===== config.mk =====
export PLATFORM = sky130hd
export DESIGN_NAME = jtopl_wrseq_flat
export DESIGN_NICKNAME = d
export VERILOG_FILES = /design/src/rtl/jtopl_wrseq_pkg.sv /design/src/rtl/jtopl_wrseq_if.sv /design/src/rtl/jtopl_wrseq_fifo.sv /design/src/rtl/jtopl_wrseq.sv /design/src/flat_wrapper.sv
export SDC_FILE = /design/constraint.sdc
export NUM_CORES = 1
export LEC_CHECK = 0
export BUFFER_PORTS_ARGS = -buffer_cell sky130_fd_sc_hd__buf_2
export CORE_ASPECT_RATIO = 0.7
export CORE_MARGIN = 1.5
export CORE_UTILIZATION = 55
export DETAILED_ROUTE_END_ITERATION = 12
export HOLD_SLACK_MARGIN = 0.02
export PLACE_DENSITY = 0.74
export SYNTH_ARGS = -nofsm -noshare
export SYNTH_HDL_FRONTEND = slang
export SYNTH_SLANG_ARGS = --single-unit

===== constraint.sdc =====
create_clock -name clk -period 2.46 [get_ports clk]
set_clock_uncertainty 0.15 [all_clocks]
set_input_delay 0.123 -clock clk [delete_from_list [all_inputs] [get_ports clk]]
set_output_delay 0.123 -clock clk [all_outputs]
set_load 0.05 [all_outputs]

===== src/rtl/jtopl_wrseq_pkg.sv =====
// Shared types and constants for the OPL write scheduler.
package jtopl_wrseq_pkg;

  // Sequencer states: address strobe, address recovery, data strobe, data recovery.
  typedef enum logic [2:0] {
    IDLE  = 3'd0,
    ASTB  = 3'd1,
    AWAIT = 3'd2,
    DSTB  = 3'd3,
    DWAIT = 3'd4
  } state_t;

  // Values driven on the core's addr pin to select the target port.
  localparam logic ADDR_PORT = 1'b0;
  localparam logic DATA_PORT = 1'b1;

  // One queued register write, as stored in the FIFO.
  typedef struct packed {
    logic [7:0] reg_idx;
    logic [7:0] data;
  } wr_entry_t;

endpackage


===== src/rtl/jtopl_wrseq_if.sv =====
// Request handshake between a register-write requester and the scheduler.
interface jtopl_wrseq_if;
  import jtopl_wrseq_pkg::*;

  logic       req_valid;
  logic       req_ready;
  logic [7:0] req_reg;
  logic [7:0] req_data;

  modport master (output req_valid, output req_reg, output req_data, input req_ready);
  modport slave  (input req_valid, input req_reg, input req_data, output req_ready);
endinterface


===== src/rtl/jtopl_wrseq_fifo.sv =====
// Synchronous first-word-fall-through FIFO of queued register writes.
// full/empty/level are registered; flush empties the queue and drops a coincident push.
module jtopl_wrseq_fifo
  import jtopl_wrseq_pkg::*;
#(
  parameter int unsigned AW = 4
) (
  input  logic      clk,
  input  logic      rst,
  input  logic      push,
  input  logic      pop,
  input  logic      flush,
  input  wr_entry_t din,
  output wr_entry_t head,
  output logic      full,
  output logic      empty,
  output logic [AW:0] level
);

  localparam int unsigned DEPTH = 1 << AW;

  wr_entry_t       mem [DEPTH];
  logic [AW-1:0]   wr_ptr;
  logic [AW-1:0]   rd_ptr;
  logic [AW:0]     level_nxt;
  logic            do_push;
  logic            do_pop;

  assign do_push = push && !full && !flush;
  assign do_pop  = pop && !empty;
  assign head    = mem[rd_ptr];

  // Next occupancy, used to register level/full/empty together.
  always_comb begin
    // NOTE: every variable written here gets a default first, so no latch is inferred.
    level_nxt = level;
    if (flush) begin
      level_nxt = '0;
    end else if (do_push && !do_pop) begin
      level_nxt = level + 1'b1;
    end else if (!do_push && do_pop) begin
      level_nxt = level - 1'b1;
    end
  end

  // Pointer and status registers.
  always_ff @(posedge clk) begin
    // NOTE: state registers use non-blocking assignments so every reader sees the pre-edge value.
    if (rst) begin
      wr_ptr <= '0;
      rd_ptr <= '0;
      level  <= '0;
      full   <= 1'b0;
      empty  <= 1'b1;
    end else begin
      if (flush) begin
        rd_ptr <= wr_ptr;
      end else begin
        if (do_push) wr_ptr <= wr_ptr + 1'b1;
        if (do_pop)  rd_ptr <= rd_ptr + 1'b1;
      end
      level <= level_nxt;
      full  <= (level_nxt == (AW+1)'(DEPTH));
      empty <= (level_nxt == '0);
    end
  end

  // Storage array write port.
  always_ff @(posedge clk) begin
    // NOTE: the storage array is deliberately not reset; the pointers alone define validity.
    if (do_push) mem[wr_ptr] <= din;
  end

endmodule


===== src/rtl/jtopl_wrseq.sv =====
// Host-side write scheduler for the OPL core: queues (reg, data) writes and replays
// each as an address-port then a data-port write, honouring the chip's recovery times
// counted in cen ticks.
module jtopl_wrseq
  import jtopl_wrseq_pkg::*;
#(
  parameter int unsigned AW        = 4,
  parameter int unsigned ADDR_WAIT = 12,
  parameter int unsigned DATA_WAIT = 84
) (
  input  logic          clk,
  input  logic          rst,
  input  logic          cen,
  jtopl_wrseq_if.slave  req,
  input  logic          flush,
  output logic [AW:0]   level,
  output logic          busy,
  output logic          opl_addr,
  output logic [7:0]    opl_din,
  output logic          opl_cs_n,
  output logic          opl_wr_n
);

  localparam logic [7:0] ADDR_CNT = 8'(ADDR_WAIT);
  localparam logic [7:0] DATA_CNT = 8'(DATA_WAIT);

  state_t     state;
  logic [7:0] wait_cnt;
  logic [7:0] hold_data;

  wr_entry_t  fifo_head;
  wr_entry_t  push_entry;
  logic       fifo_full;
  logic       fifo_empty;
  logic       push;
  logic       pop;

  // A flush in the same cycle drops the request, so it is not acknowledged.
  assign req.req_ready = !fifo_full && !flush;
  assign push          = req.req_valid && req.req_ready;
  assign push_entry    = '{reg_idx: req.req_reg, data: req.req_data};
  assign busy          = (state != IDLE) || (level != '0);

  jtopl_wrseq_fifo #(.AW(AW)) u_fifo (
    .clk   (clk),
    .rst   (rst),
    .push  (push),
    .pop   (pop),
    .flush (flush),
    .din   (push_entry),
    .head  (fifo_head),
    .full  (fifo_full),
    .empty (fifo_empty),
    .level (level)
  );

  // Pop from IDLE, or on the last data-recovery tick so the next address strobe follows directly.
  always_comb begin
    pop = 1'b0;
    if (!fifo_empty) begin
      if (state == IDLE) begin
        pop = 1'b1;
      end else if (state == DWAIT && cen && wait_cnt == 8'd1) begin
        pop = 1'b1;
      end
    end
  end

  // Sequencer: bus values are loaded one cycle before the strobe falls, the strobe is
  // released on the first cen edge it sees, and the recovery counter then runs on cen.
  always_ff @(posedge clk) begin
    if (rst) begin
      state     <= IDLE;
      wait_cnt  <= '0;
      hold_data <= '0;
      opl_addr  <= ADDR_PORT;
      opl_din   <= '0;
      opl_cs_n  <= 1'b1;
      opl_wr_n  <= 1'b1;
    end else begin
      case (state)
        IDLE: begin
          if (pop) begin
            hold_data <= fifo_head.data;
            opl_addr  <= ADDR_PORT;
            opl_din   <= fifo_head.reg_idx;
            state     <= ASTB;
          end
        end
        ASTB: begin
          if (opl_cs_n) begin
            opl_cs_n <= 1'b0;
            opl_wr_n <= 1'b0;
          end else if (cen) begin
            opl_cs_n <= 1'b1;
            opl_wr_n <= 1'b1;
            wait_cnt <= ADDR_CNT;
            state    <= AWAIT;
          end
        end
        AWAIT: begin
          if (cen) begin
            wait_cnt <= wait_cnt - 1'b1;
            if (wait_cnt == 8'd1) begin
              opl_addr <= DATA_PORT;
              opl_din  <= hold_data;
              state    <= DSTB;
            end
          end
        end
        DSTB: begin
          if (opl_cs_n) begin
            opl_cs_n <= 1'b0;
            opl_wr_n <= 1'b0;
          end else if (cen) begin
            opl_cs_n <= 1'b1;
            opl_wr_n <= 1'b1;
            wait_cnt <= DATA_CNT;
            state    <= DWAIT;
          end
        end
        DWAIT: begin
          if (cen) begin
            wait_cnt <= wait_cnt - 1'b1;
            if (wait_cnt == 8'd1) begin
              if (pop) begin
                hold_data <= fifo_head.data;
                opl_addr  <= ADDR_PORT;
                opl_din   <= fifo_head.reg_idx;
                state     <= ASTB;
              end else begin
                state <= IDLE;
              end
            end
          end
        end
        default: state <= IDLE;
      endcase
    end
  end

endmodule


===== src/flat_wrapper.sv =====
// flat-port wrapper written by rule: the top's interface ports become plain ports
module jtopl_wrseq_flat import jtopl_wrseq_pkg::*;
#(
  parameter int unsigned AW        = 4,
  parameter int unsigned ADDR_WAIT = 12,
  parameter int unsigned DATA_WAIT = 84
)
  (clk, rst, cen, flush, level, busy, opl_addr, opl_din, opl_cs_n, opl_wr_n, req_req_valid, req_req_reg, req_req_data, req_req_ready);
  jtopl_wrseq_if req_i ();
  input  logic clk;
  input  logic rst;
  input  logic cen;
  input  logic flush;
  output logic [AW:0] level;
  output logic busy;
  output logic opl_addr;
  output logic [7:0] opl_din;
  output logic opl_cs_n;
  output logic opl_wr_n;
  input wire logic [$bits(req_i.req_valid)-1:0] req_req_valid;
  input wire logic [$bits(req_i.req_reg)-1:0] req_req_reg;
  input wire logic [$bits(req_i.req_data)-1:0] req_req_data;
  output wire logic [$bits(req_i.req_ready)-1:0] req_req_ready;
  assign req_i.req_valid = req_req_valid;
  assign req_i.req_reg = req_req_reg;
  assign req_i.req_data = req_req_data;
  assign req_req_ready = req_i.req_ready;
  jtopl_wrseq #(.AW(AW), .ADDR_WAIT(ADDR_WAIT), .DATA_WAIT(DATA_WAIT)) u_core (.clk(clk), .rst(rst), .cen(cen), .req(req_i), .flush(flush), .level(level), .busy(busy), .opl_addr(opl_addr), .opl_din(opl_din), .opl_cs_n(opl_cs_n), .opl_wr_n(opl_wr_n));
endmodule

=== Word-level counts from Yosys, hierarchy flattened ===
Memories as Yosys holds them, arrays and structs flattened. A register that Yosys moved wholly into a read port is not among the register bits.
Cells that the tools add are included.

* Add/subtract/negate cells: 5
* Eq/ne operators: 16
* Mux-type cells: 49
* Bitwise logic cells: 1
* Reduce and logical (&&, ||, !) cells: 32

{| class="wikitable"
|+ Operators by type and width
! operator !! number
|-
| 2-to-1 mux 8 bit || 13
|-
| case mux 8 bit (3 select lines) || 2
|-
| 2-to-1 mux 3 bit || 9
|-
| 2-to-1 mux 4 bit || 4
|-
| != test 2 bit (second input constant) || 8
|-
| case mux 8 bit (2 select lines) || 1
|-
| 2-to-1 mux 1 bit || 15
|-
| 2-to-1 mux 5 bit || 3
|-
| case mux 3 bit (5 select lines) || 1
|-
| logical AND 1 bit || 9
|-
| AND reduction 9 bit || 1
|-
| nonzero test 3 bit || 3
|-
| adder 4 x 1 -> 4 bit (second input constant) || 2
|-
| == test 8 x 1 -> 1 bit (second input constant) || 1
|-
| subtractor 8 x 1 -> 8 bit (second input constant) || 1
|-
| == test 3 x 2 -> 1 bit (second input constant) || 2
|-
| AND reduction 6 bit || 1
|-
| nonzero test 2 bit || 3
|-
| adder 5 x 1 -> 5 bit (second input constant) || 1
|-
| == test 5 bit (second input constant) || 1
|-
| zero test 1 bit || 5
|-
| zero test 5 bit || 1
|-
| AND reduction 5 bit || 1
|-
| nonzero test 5 bit || 1
|-
| 11 further kinds || 14
|}

* Register bits: 45
* RAM bits: 256
* Bits of input ports: 21
* Output and inout port bits: 18
* Logic and storage cells: 116
* Memories: 1

{| class="wikitable"
|+ Memory list
! name !! depth !! width !! rd ports !! clocked after Yosys merged registers in !! wr ports !! RTL line !! source
|-
| u_core.u_fifo.mem || 16 || 16 || 1 || 1 || 1 || jtopl_wrseq_fifo.sv:22 || <nowiki>wr_entry_t mem [DEPTH];</nowiki>
|}

=== Depth between registers and ports, before layout ===
Gate-level depths: netlist of the first run.

* Depth after elaboration: 12
* Mapped depth: 9
* Depth with buffers taken out: 8

=== Hierarchy ===
Synthesis of the first run repeated with hierarchy kept, for this count alone.

* Cell total of the unflattened synthesis: 679
* Area total of the unflattened synthesis: 12294.3 um^2

{| class="wikitable"
|+ Modules (own cells, without submodules)
! module !! instances !! cells an instance !! area each (um^2) !! sequential area each (um^2)
|-
| jtopl_wrseq_fifo || 1 || 482 || 10651.5 || 8067.7
|-
| jtopl_wrseq || 1 || 197 || 1642.8 || 600.6
|}

=== Worst setup path before layout of the first run ===
OpenSTA, ideal clock, no wires.

* Path type: register -> register
* From: reg with a tool-made name
* To: reg u_core.hold_data[0]
* Library setup time: 0.132 ns
* Data arrival time: 2.159 ns
* Required time: 2.178 ns
* Slack: 0.019 ns
* Cell stages (with the launch flop): 8
* Path buffers: 3
* Period minus slack after synthesis: 2.441 ns
* Path through: dfxtp_1 -> buf_4 -> buf_2 -> buf_2 -> mux4_2 -> mux4_2 -> nand2_1 -> a21oi_1

{| class="wikitable"
|+ RTL lines
! element !! RTL line !! source
|-
| end signal, assigned || jtopl_wrseq.sv:84 || <nowiki>hold_data <= fifo_head.data;</nowiki>
|-
| end signal, assigned || jtopl_wrseq.sv:127 || <nowiki>hold_data <= fifo_head.data;</nowiki>
|-
| end, declared || jtopl_wrseq.sv:29 || <nowiki>logic [7:0] hold_data;</nowiki>
|}

=== Final worst setup path of the first run ===
* From: reg u_core.wait_cnt[3]
* To: reg u_core.u_fifo.empty

* Word-level cells in the longest chain between the ends: 11
* Elaborated cells on any way between the ends: 13
* Classes of those cells: eq/ne (1); mux (6); reduce/logical (6)

{| class="wikitable"
|+ Ends and longest elaborated chain
! element !! RTL line !! source
|-
| start, declared || jtopl_wrseq.sv:28 || <nowiki>logic [7:0] wait_cnt;</nowiki>
|-
| start signal, assigned || jtopl_wrseq.sv:103 || <nowiki>wait_cnt <= wait_cnt - 1'b1;</nowiki>
|-
| start signal, assigned || jtopl_wrseq.sv:124 || <nowiki>wait_cnt <= wait_cnt - 1'b1;</nowiki>
|-
| == test 8 x 1 -> 1 bit (*) || jtopl_wrseq.sv:63 || <nowiki>end else if (state == DWAIT && cen && wait_cnt == 8'd1) begin</nowiki>
|-
| logical AND 1 bit (*) || jtopl_wrseq.sv:63 ||
|-
| 2-to-1 mux 1 bit (*) || jtopl_wrseq.sv:63 ||
|-
| 2-to-1 mux 1 bit (*) || jtopl_wrseq.sv:61 || <nowiki>if (state == IDLE) begin</nowiki>
|-
| 2-to-1 mux 1 bit (*) || jtopl_wrseq.sv:60 || <nowiki>if (!fifo_empty) begin</nowiki>
|-
| logical AND 1 bit (*) || jtopl_wrseq_fifo.sv:30 || <nowiki>assign do_pop = pop && !empty;</nowiki>
|-
| logical AND 1 bit / zero test 1 bit (equally long branches) || jtopl_wrseq_fifo.sv:41, jtopl_wrseq_fifo.sv:39 ||
|-
| 2-to-1 mux 5 bit / logical AND 1 bit (equally long branches) || jtopl_wrseq_fifo.sv:41, jtopl_wrseq_fifo.sv:39 ||
|-
| 2-to-1 mux 5 bit (*) || jtopl_wrseq_fifo.sv:39 || <nowiki>end else if (do_push && !do_pop) begin</nowiki>
|-
| 2-to-1 mux 5 bit (*) || jtopl_wrseq_fifo.sv:37 || <nowiki>if (flush) begin</nowiki>
|-
| zero test 5 bit (*) || jtopl_wrseq_fifo.sv:64 || <nowiki>empty <= (level_nxt == '0);</nowiki>
|-
| end signal, assigned || jtopl_wrseq_fifo.sv:64 ||
|-
| end, declared || jtopl_wrseq_fifo.sv:16 || <nowiki>output logic empty,</nowiki>
|}

Every way passes the cells marked *; elsewhere a longest branch is shown, timed or not.
A chain may end at the register's enable or synchronous reset.

==> flow_metrics.env, run 1 <==
export IMPL_synthCells=672
export IMPL_fp_coreArea_mm2=0.02162
export IMPL_p_leak_uw=0.004626
export IMPL_path_max_fanout=4
export IMPL_drc=3
export IMPL_cts_buffer_depth=3
export IMPL_postSynth_asyncResetShare_pct=0
export IMPL_dieArea_mm2=0.02285
export IMPL_final_hold_viol_count=0
export IMPL_crit_arrival_ns=2.75
export IMPL_hold_start="flush"
export IMPL_dp_hpwl_mm=16.14
export IMPL_r2r_start="u_core.wait_cnt[3]"
export IMPL_synth_seq_area_share_pct=71.83
export IMPL_status="finished with violations"
export IMPL_worst_setup_path_start_kind="flip-flop"
export IMPL_grt_max_degree=41
export IMPL_wl_per_cell_um=23.88
export IMPL_synth_flop_cell="edfxtp_1"
export IMPL_cp_startpoint="u_core.wait_cnt[3]"
export IMPL_max_slew_margin_pct=51.26
export IMPL_cp_required_ns=2.75
export IMPL_via_count=6555
export IMPL_tritoncts="done"
export IMPL_track_usage_pct=23.15
export IMPL_die_w_um=180.0
export IMPL_antenna_found_initial=0
export IMPL_fmax_ghz=0.4068
export IMPL_slew_violations=0
export IMPL_synth_warnings=0
export IMPL_cts_sinks=305
export IMPL_avgSynthCellArea_um2=17.96
export IMPL_fin_nets=803
export IMPL_worstSkewPairLatency_ns=0.55
export IMPL_period_share_pct=99.92
export IMPL_syn_num_nets=703
export IMPL_ir_drop_uv=707.4
export IMPL_numCtsBuffers=28
export IMPL_synth_edf_count=256
export IMPL_ys_types=52
export IMPL_powerDensity_mw_per_mm2=762.5
export IMPL_viasPerCell=6.098
export IMPL_die_h_um=126.9
export IMPL_grt_pass1_wl_mm=39.30
export IMPL_routed_wl_mm=25.67
export IMPL_min_path_type="primary input to flip-flop"
export IMPL_power_uw=10740
export IMPL_initial_core_util_pct=55.82
export IMPL_tightest_slew_ns=0.7312
export IMPL_drv_cap=0
export IMPL_ios=39
export IMPL_synth_area_mm2=0.01207
export IMPL_antennaDiodeCount=0
export IMPL_grt_overflow=0
export IMPL_critical_path_class="flip-flop to flip-flop"
export IMPL_drive_gt1_share_pct=27.49
export IMPL_setup_viol=0
export IMPL_cp_end_kind="flip-flop"
export IMPL_grt_setup_unrepaired="true"
export IMPL_syn_to_final_growth_pct=16.70
export IMPL_tns_ns=0
export IMPL_antenna_left=0
export IMPL_port_buffers=38
export IMPL_ys_ff_latch=305
export IMPL_first_iter_violations=702
export IMPL_dr_pass1_iters=11
export IMPL_grt_pass1_vias=6623
export IMPL_finalCriticalPeriod_ns=2.458
export IMPL_gp_congestion=0.8706
export IMPL_fp_row_count=45
export IMPL_clk_pin_slew_ns=0.07
export IMPL_htree_num_levels=1
export IMPL_ctsRootBufferMaster="clkbuf_16"
export IMPL_violations="design-rule violations"
## worst paths after layout
check	slack, ns	cells past startpoint	endpoint
min reg2reg	0.31	2	u_core.hold_data[2]
min	0.28	3	u_core.u_fifo.level[1]
max reg2reg	0.002	6	u_core.u_fifo.empty
max	0.002	6	u_core.u_fifo.empty
## Yosys cell counts, types with 3 or more instances
cell / instances / area [um2]
a211oi_1: 28 / 210.2
a21o_1: 3 / 22.52
a21oi_1: 23 / 115.1
and2_1: 19 / 118.9
and3_1: 4 / 25.02
buf_2: 6 / 30.03
clkbuf_1: 24 / 90.09
dfxtp_1: 49 / 980.9
edfxtp_1: 256 / 7687
ha_1: 10 / 125.1
inv_1: 8 / 30.03
mux2i_1: 8 / 80.08
mux4_2: 72 / 1622
nand2_1: 32 / 120.1
nand2b_1: 5 / 31.28
nand4_1: 5 / 31.28
nor2_1: 38 / 142.6
nor2b_1: 10 / 62.56
nor3_1: 16 / 80.08
nor4_1: 3 / 18.77
o21ai_0: 7 / 35.03
xnor2_1: 5 / 43.79
xor2_1: 7 / 61.31
## power breakdown
part	internal, uW	switching (uW)	leakage, uW
logic	400	560	0.00152
registers	5670	60.2	0.00271
clock network	2210	1840	0.000404
total	8280	2460	0.00463
## layer usage
layer | GRT usage [%] | vias to the layer above | wire length, um | share of wire (%)
met3 | 3.732 | 34 | 1813 | 7.1
met2 | 36.69 | 277 | 11810 | 46
li1 | - | 2875 | - | -
met5 | 0 | - | 0 | 0
met1 | 34.96 | 3369 | 11660 | 45
met4 | 4.053 | 0 | 389 | 1.5
## critical path, stage by stage (launching register included)
cell and delay (ns):
dfxtp_1 0.34, or4_4 0.56, o41a_1 0.50, nor3_2 0.17, o21ai_0 0.12, and2_1 0.16, o41ai_2 0.34
## sequential cells by signal, indices dropped and copies added (netlist names), named ones only
register / cells
u_core.hold_data: 8
u_core.opl_addr: 1
u_core.opl_cs_n: 1
u_core.opl_din: 8
u_core.opl_wr_n: 1
u_core.state: 3
u_core.u_fifo.empty: 1
u_core.u_fifo.full: 1
u_core.u_fifo.level: 5
u_core.u_fifo.mem: 256
u_core.u_fifo.rd_ptr: 4
u_core.u_fifo.wr_ptr: 4
u_core.wait_cnt: 8
## per-stage QoR
| stage | instance area [um2] | hold WS, ns | utilization [%] | worst slack (ns) | cells |
|---|---|---|---|---|---|
| detailed placement | 12970 | 0.2984 | 60.01 | -0.04431 | 1003 |
| finish | 14080 | 0.2815 | 65.14 | 0.001880 | 1075 |
| CTS | 14040 | 0.2614 | 64.92 | 0.01169 | 1075 |
| global placement | 12970 | 0.2964 | 60.01 | 0.08102 | 1003 |
| floorplan | 12070 | 0.07187 | - | 0.01894 | 672 |
| global route | 14080 | 0.3152 | 65.14 | -0.03827 | 1075 |
## area by class of cell
class / count / area, um2
repair buffers: 104 / 898.4
clock buffers: 36 / 730.7
well taps: 282 / 352.8
fillers: 1467 / 7537
inverters: 8 / 30.03
clock inverters: 15 / 117.6
multi-input cells: 325 / 3279
flip-flops and latches: 305 / 8675
## layout by cell type, fill, tap and decap left out, types with 3 or more instances in the layout
master	synthesis	final
nor2b_1	10	10
mux4_2	72	72
xor2_1	7	7
nor2_1	38	38
clkbuf_16	0	28
buf_4	2	33
o21ai_0	7	7
and2_1	19	19
a21o_1	3	3
inv_1	8	8
xnor2_1	5	4
nor3_1	16	15
edfxtp_1	256	256
buf_2	6	38
clkinv_2	0	3
a211oi_1	28	26
nand2b_1	5	5
a21oi_1	23	21
ha_1	10	10
and3_1	4	4
nand4_1	5	5
dfxtp_1	49	46
dlygate4sd3_1	0	20
clkinv_1	0	5
nand2_1	32	32
clkbuf_1	24	8
mux2i_1	8	7
buf_12	0	13
## timing repair
| action | 4_1_cts | 5_1_grt |
|---|---|---|
| endpoints found under the hold margin | 292 | 0 |
| hold buffers | 20 | 0 |
| pin swaps | 1 | 6 |
| cloned | 0 | 0 |
| setup endpoints to repair | 1 | 19 |
| gates resized for setup | 1 | 10 |
| setup buffers | 1 | 0 |
## logic make-up after synthesis
group,synth area share [%]
xor+xnor,0.8709
flops,71.83
mux,14.19
simple gates,6.221
buf+inv,1.431
fa+ha+maj,1.037
compound gates,4.417
Note: power is estimated with default switching activity, not from simulation.
==> run 2, diff against run 1 <==
Settings changed: BUFFER_PORTS_ARGS -buffer_cell sky130_fd_sc_hd__buf_2 to -buffer_cell sky130_fd_sc_hd__buf_4.
==> run 2 against run 1 <==
Effect of this change: the flow now finishes without violations; count of clock-buffer cells in the layout unchanged; hold slack worse by 0.23 ns; final cell count up 0.56%; combinational power up 1%; worst setup slack better by 0.058 ns; utilization up 0.56 points; sequential share of layout area down 0.50 points; design area up 0.85%; register-to-register slack better by 0.06 ns; critical path type unchanged.
==> flow_metrics.env, run 2 (synthesis gave the netlist of run 1 again) <==
export IMPL_setup_viol=0
export IMPL_ir_drop_uv=668.4
export IMPL_first_iter_violations=862
export IMPL_period_share_pct=97.57
export IMPL_antenna_left=0
export IMPL_grt_overflow=0
export IMPL_place_ws_ns=0.03128
export IMPL_grt_pass1_wl_mm=40.52
export IMPL_antenna_found_initial=0
export IMPL_min_path_type="primary input to flip-flop"
export IMPL_final_hold_viol_count=0
export IMPL_drv_cap=0
export IMPL_slew_violations=0
export IMPL_cp_end_kind="flip-flop"
export IMPL_p_leak_uw=0.004685
export IMPL_numCtsBuffers=28
export IMPL_hold_start="req_req_valid"
export IMPL_via_count=6618
export IMPL_dp_cells=1012
export IMPL_tightest_slew_ns=0.8772
export IMPL_tritoncts="done"
export IMPL_port_buffers=38
export IMPL_finish_utilization_pct=65.69
export IMPL_viasPerCell=6.122
export IMPL_fp_coreArea_mm2=0.02162
export IMPL_path_max_fanout=4
export IMPL_finalCriticalPeriod_ns=2.400
export IMPL_dieArea_mm2=0.02285
export IMPL_drc=0
export IMPL_die_w_um=180.0
export IMPL_htree_num_levels=1
export IMPL_cp_required_ns=2.75
export IMPL_dr_pass1_iters=7
export IMPL_layout_commonest_cell="edfxtp_1"
export IMPL_worstSkewPairLatency_ns=0.54
export IMPL_cts_buffer_depth=3
export IMPL_placed_area_mm2=0.01311
export IMPL_crit_arrival_ns=2.70
export IMPL_ff2ff_setup_slack_ns=0.06
export IMPL_final_cell_area_mm2=0.01420
export IMPL_r2r_cells=6
export IMPL_grt_pass1_vias=6780
export IMPL_grt_max_degree=38
export IMPL_worst_setup_path_start_kind="flip-flop"
export IMPL_top_register="u_core.u_fifo.mem"
export IMPL_grt_setup_unrepaired="true"
export IMPL_clk_pin_slew_ns=0.07
export IMPL_die_h_um=126.9
export IMPL_routed_wl_mm=26.16
export IMPL_ios=39
export IMPL_layout_common_cells="edfxtp_1 (256), buf_4 (81), mux4_2 (72), dfxtp_1 (44), nor2_1 (38)"
export IMPL_drive_gt1_share_pct=28.54
export IMPL_critical_path_class="flip-flop to flip-flop"
export IMPL_power_uw=10850
export IMPL_fp_row_count=45
export IMPL_max_slew_margin_pct=41.44
export IMPL_gp_congestion=0.8853
export IMPL_largest_reg_flops=256
export IMPL_powerDensity_mw_per_mm2=764.1
export IMPL_fin_nets=810
export IMPL_antennaDiodeCount=0
export IMPL_whs_path_depth=5
export IMPL_fillCellCount=1440
export IMPL_fin_cells=1081
export IMPL_r2r_end="u_core.u_fifo.empty"
export IMPL_fmax_ghz=0.4166
export IMPL_dp_hpwl_mm=16.76
export IMPL_initial_core_util_pct=55.82
export IMPL_status="complete, no violations"
export IMPL_track_usage_pct=23.80
export IMPL_cts_sinks=305
export IMPL_ctsRootBufferMaster="clkbuf_16"
export IMPL_r2r_start="u_core.wait_cnt[3]"
export IMPL_wl_per_cell_um=24.20
export IMPL_worst_slack_ns=0.05973
export IMPL_syn_to_final_growth_pct=17.70
export IMPL_min_to="u_core.u_fifo.wr_ptr[1]"
==> run 2: changes by cell type in the layout (fill, tap and decap cells not counted), sizes merged <==
cell	delta
dlygate4sd3	-1
inv	+3
clkinv	-3
clkinvlp	-1
buf	+8
==> run 2: through the flow <==
stage	hold WS, ns	setup TNS, ns
after global placement	0.2228	0
after global routing	0.07916	-0.02123
after floorplan	0.07187	0
after detailed placement	0.2239	0
final	0.05142	0
after CTS	0.03056	0
==> run 2: worst max path at each step <==
stage                             from                   to  slack [ns]  cells after the start
finish              u_core.wait_cnt[3]  u_core.u_fifo.empty        0.06                      6
global route        u_core.wait_cnt[2]  u_core.u_fifo.empty       -0.01                      6
CTS                 u_core.wait_cnt[3]  u_core.u_fifo.empty        0.03                      6
detailed placement  u_core.wait_cnt[3]   u_core.u_fifo.full        0.03                      6
global placement    u_core.wait_cnt[2]  u_core.u_fifo.empty        0.12                      6
floorplan                    flip-flop  u_core.hold_data[0]        0.02                      7
==> run 2: per-layer routing <==
metal	vias to the layer above	share of wire, %	global-route usage [%]
met2	263	48	38.41
met1	3413	43	34.34
li1	2892	-	-
met3	50	7.1	4.450
met4	0	2.0	5.536
met5	-	0	0
==> run 2: power by group <==
part	switching, uW	total, uW	internal, uW
Combinational	546	971	426
Sequential	73.0	5740	5670
Clock	1850	4140	2290
==> run 2: worst max-delay path: stages (launching register included) <==
cell and delay (ns):
dfxtp_2 0.34, or4_4 0.55, o41ai_4 0.35, a21oi_2 0.11, or3_4 0.34, and2_1 0.18
o41ai_2 0.30
==> run 2: timing repair <==
item | 4_1_cts | 5_1_grt
hold buffers | 19 | 0
setup endpoints to repair | 0 | 14
endpoints found under the hold margin | 302 | 0
resized for setup | 0 | 10
buffers inserted | 0 | 0
==> run 2: cell type report <==
type                    count  area (um2)  share of cell area (%)
multi-input cells         325        3263                   22.97
flip-flops and latches    305        8677                   61.09
clock buffers              36       762.0                   5.365
inverters                   8       30.03                  0.2114
repair buffers            111        1018                   7.171
clock inverters            14       100.1                  0.7047
well taps                 282       352.8                   2.484
==> run 3, diff against run 2 <==
Settings changed: MAX_ROUTING_LAYER from default to met4, SETUP_SLACK_MARGIN from default to 0.02.
==> run 3 against run 2 <==
Effect of this change: fmax fell by 0.72%; worst setup slack got worse by 0.017 ns; critical endpoint unchanged; global-route usage up 0.75 points; sequential share of layout area hardly changed; register-to-register slack got worse by 0.02 ns; sequential power is essentially flat; critical path depth unchanged; combinational power about the same.
==> flow_metrics.env, run 3 (synthesis gave the netlist of run 1 again) <==
export IMPL_p_leak_uw=0.004687
export IMPL_multi_input_area_mm2=0.003268
export IMPL_worstSkewPairLatency_ns=0.54
export IMPL_path_max_fanout=4
export IMPL_cts_sinks=305
export IMPL_die_h_um=126.9
export IMPL_grt_max_degree=38
export IMPL_dr_pass1_iters=7
export IMPL_numCtsBuffers=28
export IMPL_grt_overflow=0
export IMPL_fmax_ghz=0.4136
export IMPL_seqCellArea_mm2=0.008677
export IMPL_met1_usage_pct=34.40
export IMPL_status="complete, no violations"
export IMPL_worst_setup_path_start_kind="flip-flop"
export IMPL_tritoncts="done"
export IMPL_drv_cap=0
export IMPL_busiest_layer="met2"
export IMPL_crit_arrival_ns=2.71
export IMPL_powerDensity_mw_per_mm2=764.0
export IMPL_drive_gt1_share_pct=28.79
export IMPL_die_w_um=180.0
export IMPL_ctsRootBufferMaster="clkbuf_16"
export IMPL_fillCellCount=1440
export IMPL_min_path_type="primary input to flip-flop"
export IMPL_gp_congestion=0.9000
export IMPL_slew_violations=0
export IMPL_cp_end_kind="flip-flop"
export IMPL_first_iter_violations=769
export IMPL_grt_pass1_vias=6773
export IMPL_ir_drop_uv=669.7
export IMPL_grt_use_met3_pct=4.335
export IMPL_htree_num_levels=1
export IMPL_setup_viol=0
export IMPL_viasPerCell=6.146
export IMPL_clk_pin_slew_ns=0.07
export IMPL_largest_reg_flops=256
export IMPL_finalCriticalPeriod_ns=2.418
export IMPL_routed_wl_mm=26.12
export IMPL_cp_required_ns=2.75
export IMPL_finish_utilization_pct=65.72
export IMPL_layout_commonest_cell="edfxtp_1"
export IMPL_dp_hpwl_mm=16.76
export IMPL_fin_nets=810
export IMPL_port_buffers=38
export IMPL_ios=39
export IMPL_layout_common_cells="edfxtp_1 (256), buf_4 (81), mux4_2 (72), dfxtp_1 (44), nor2_1 (38)"
export IMPL_fp_row_count=45
export IMPL_via_count=6644
export IMPL_critical_path_class="flip-flop to flip-flop"
export IMPL_wl_per_cell_um=24.17
export IMPL_max_slew_margin_pct=39.63
export IMPL_antenna_left=0
export IMPL_antenna_found_initial=0
export IMPL_period_share_pct=98.28
export IMPL_initial_core_util_pct=55.82
export IMPL_fp_coreArea_mm2=0.02162
export IMPL_antennaDiodeCount=0
export IMPL_track_usage_pct=24.55
export IMPL_top_register="u_core.u_fifo.mem"
export IMPL_grt_pass1_wl_mm=40.53
export IMPL_grt_setup_unrepaired="true"
export IMPL_syn_to_final_growth_pct=17.74
export IMPL_place_ws_ns=0.03128
export IMPL_cts_buffer_depth=3
export IMPL_dieArea_mm2=0.02285
export IMPL_tightest_slew_ns=0.9044
export IMPL_final_hold_viol_count=0
export IMPL_grt_use_met2_pct=38.38
export IMPL_drc=0
export IMPL_worst_slack_ns=0.04241
run 3: cell counts in the layout (fill, tap and decap cells not counted):
No cell type changed its count.
run 3: what timing repair did:
action                     in CTS  in global routing
resized for setup               0                 12
setup endpoints to repair       0                 17
buffers inserted                0                  0
hold endpoints to repair      302                  0
hold buffers                   19                  0
run 3: stage by stage:
step	instances	instance area, um2	total power, uW	hold slack (ns)	setup TNS [ns]
global route	1081	14210	11190	0.08033	-0.01106
floorplan	672	12070	6432	0.07187	0
global placement	1012	13110	6752	0.2228	0
detailed placement	1012	13110	6784	0.2239	0
finish	1081	14210	10850	0.04750	0
CTS	1081	14160	10900	0.03056	0
run 3: worst paths after layout:
kind / start / to / slack, ns / cells after the start
setup reg to reg: u_core.wait_cnt[3] / u_core.u_fifo.empty / 0.04 / 6
hold reg to reg: u_core.hold_data[3] / u_core.hold_data[3] / 0.32 / 2
hold / removal: req_req_valid / u_core.u_fifo.wr_ptr[1] / 0.05 / 5
setup / recovery: u_core.wait_cnt[3] / u_core.u_fifo.empty / 0.04 / 6
run 3: where the power goes:
group	total [uW]	switching [uW]	internal [uW]	leakage [uW]
logic	971	544	428	0.00156
clock network	4140	1850	2290	0.000424
registers	5740	72.8	5670	0.00271
run 3: metal layers:
layer  up-vias  wire [um]
li1       2899          -
met1      3423      11280
met2       273      12470
met3        49       1850
met4         0        521
met5         -          0
run 3: final cells by class:
type | instances | share of cell area [%]
flip-flops and latches | 305 | 61.07
inverters | 8 | 0.2113
clock buffers | 36 | 5.363
clock inverters | 14 | 0.7045
well taps | 282 | 2.483
repair buffers | 111 | 7.168
multi-input cells | 325 | 23.00
run 3: critical path, cell delays in order (launching register included):
cell and delay, ns:
dfxtp_2 0.34, or4_4 0.55, o41ai_4 0.37, a21oi_2 0.11, or3_4 0.34, and2_4 0.17, o41ai_2 0.30
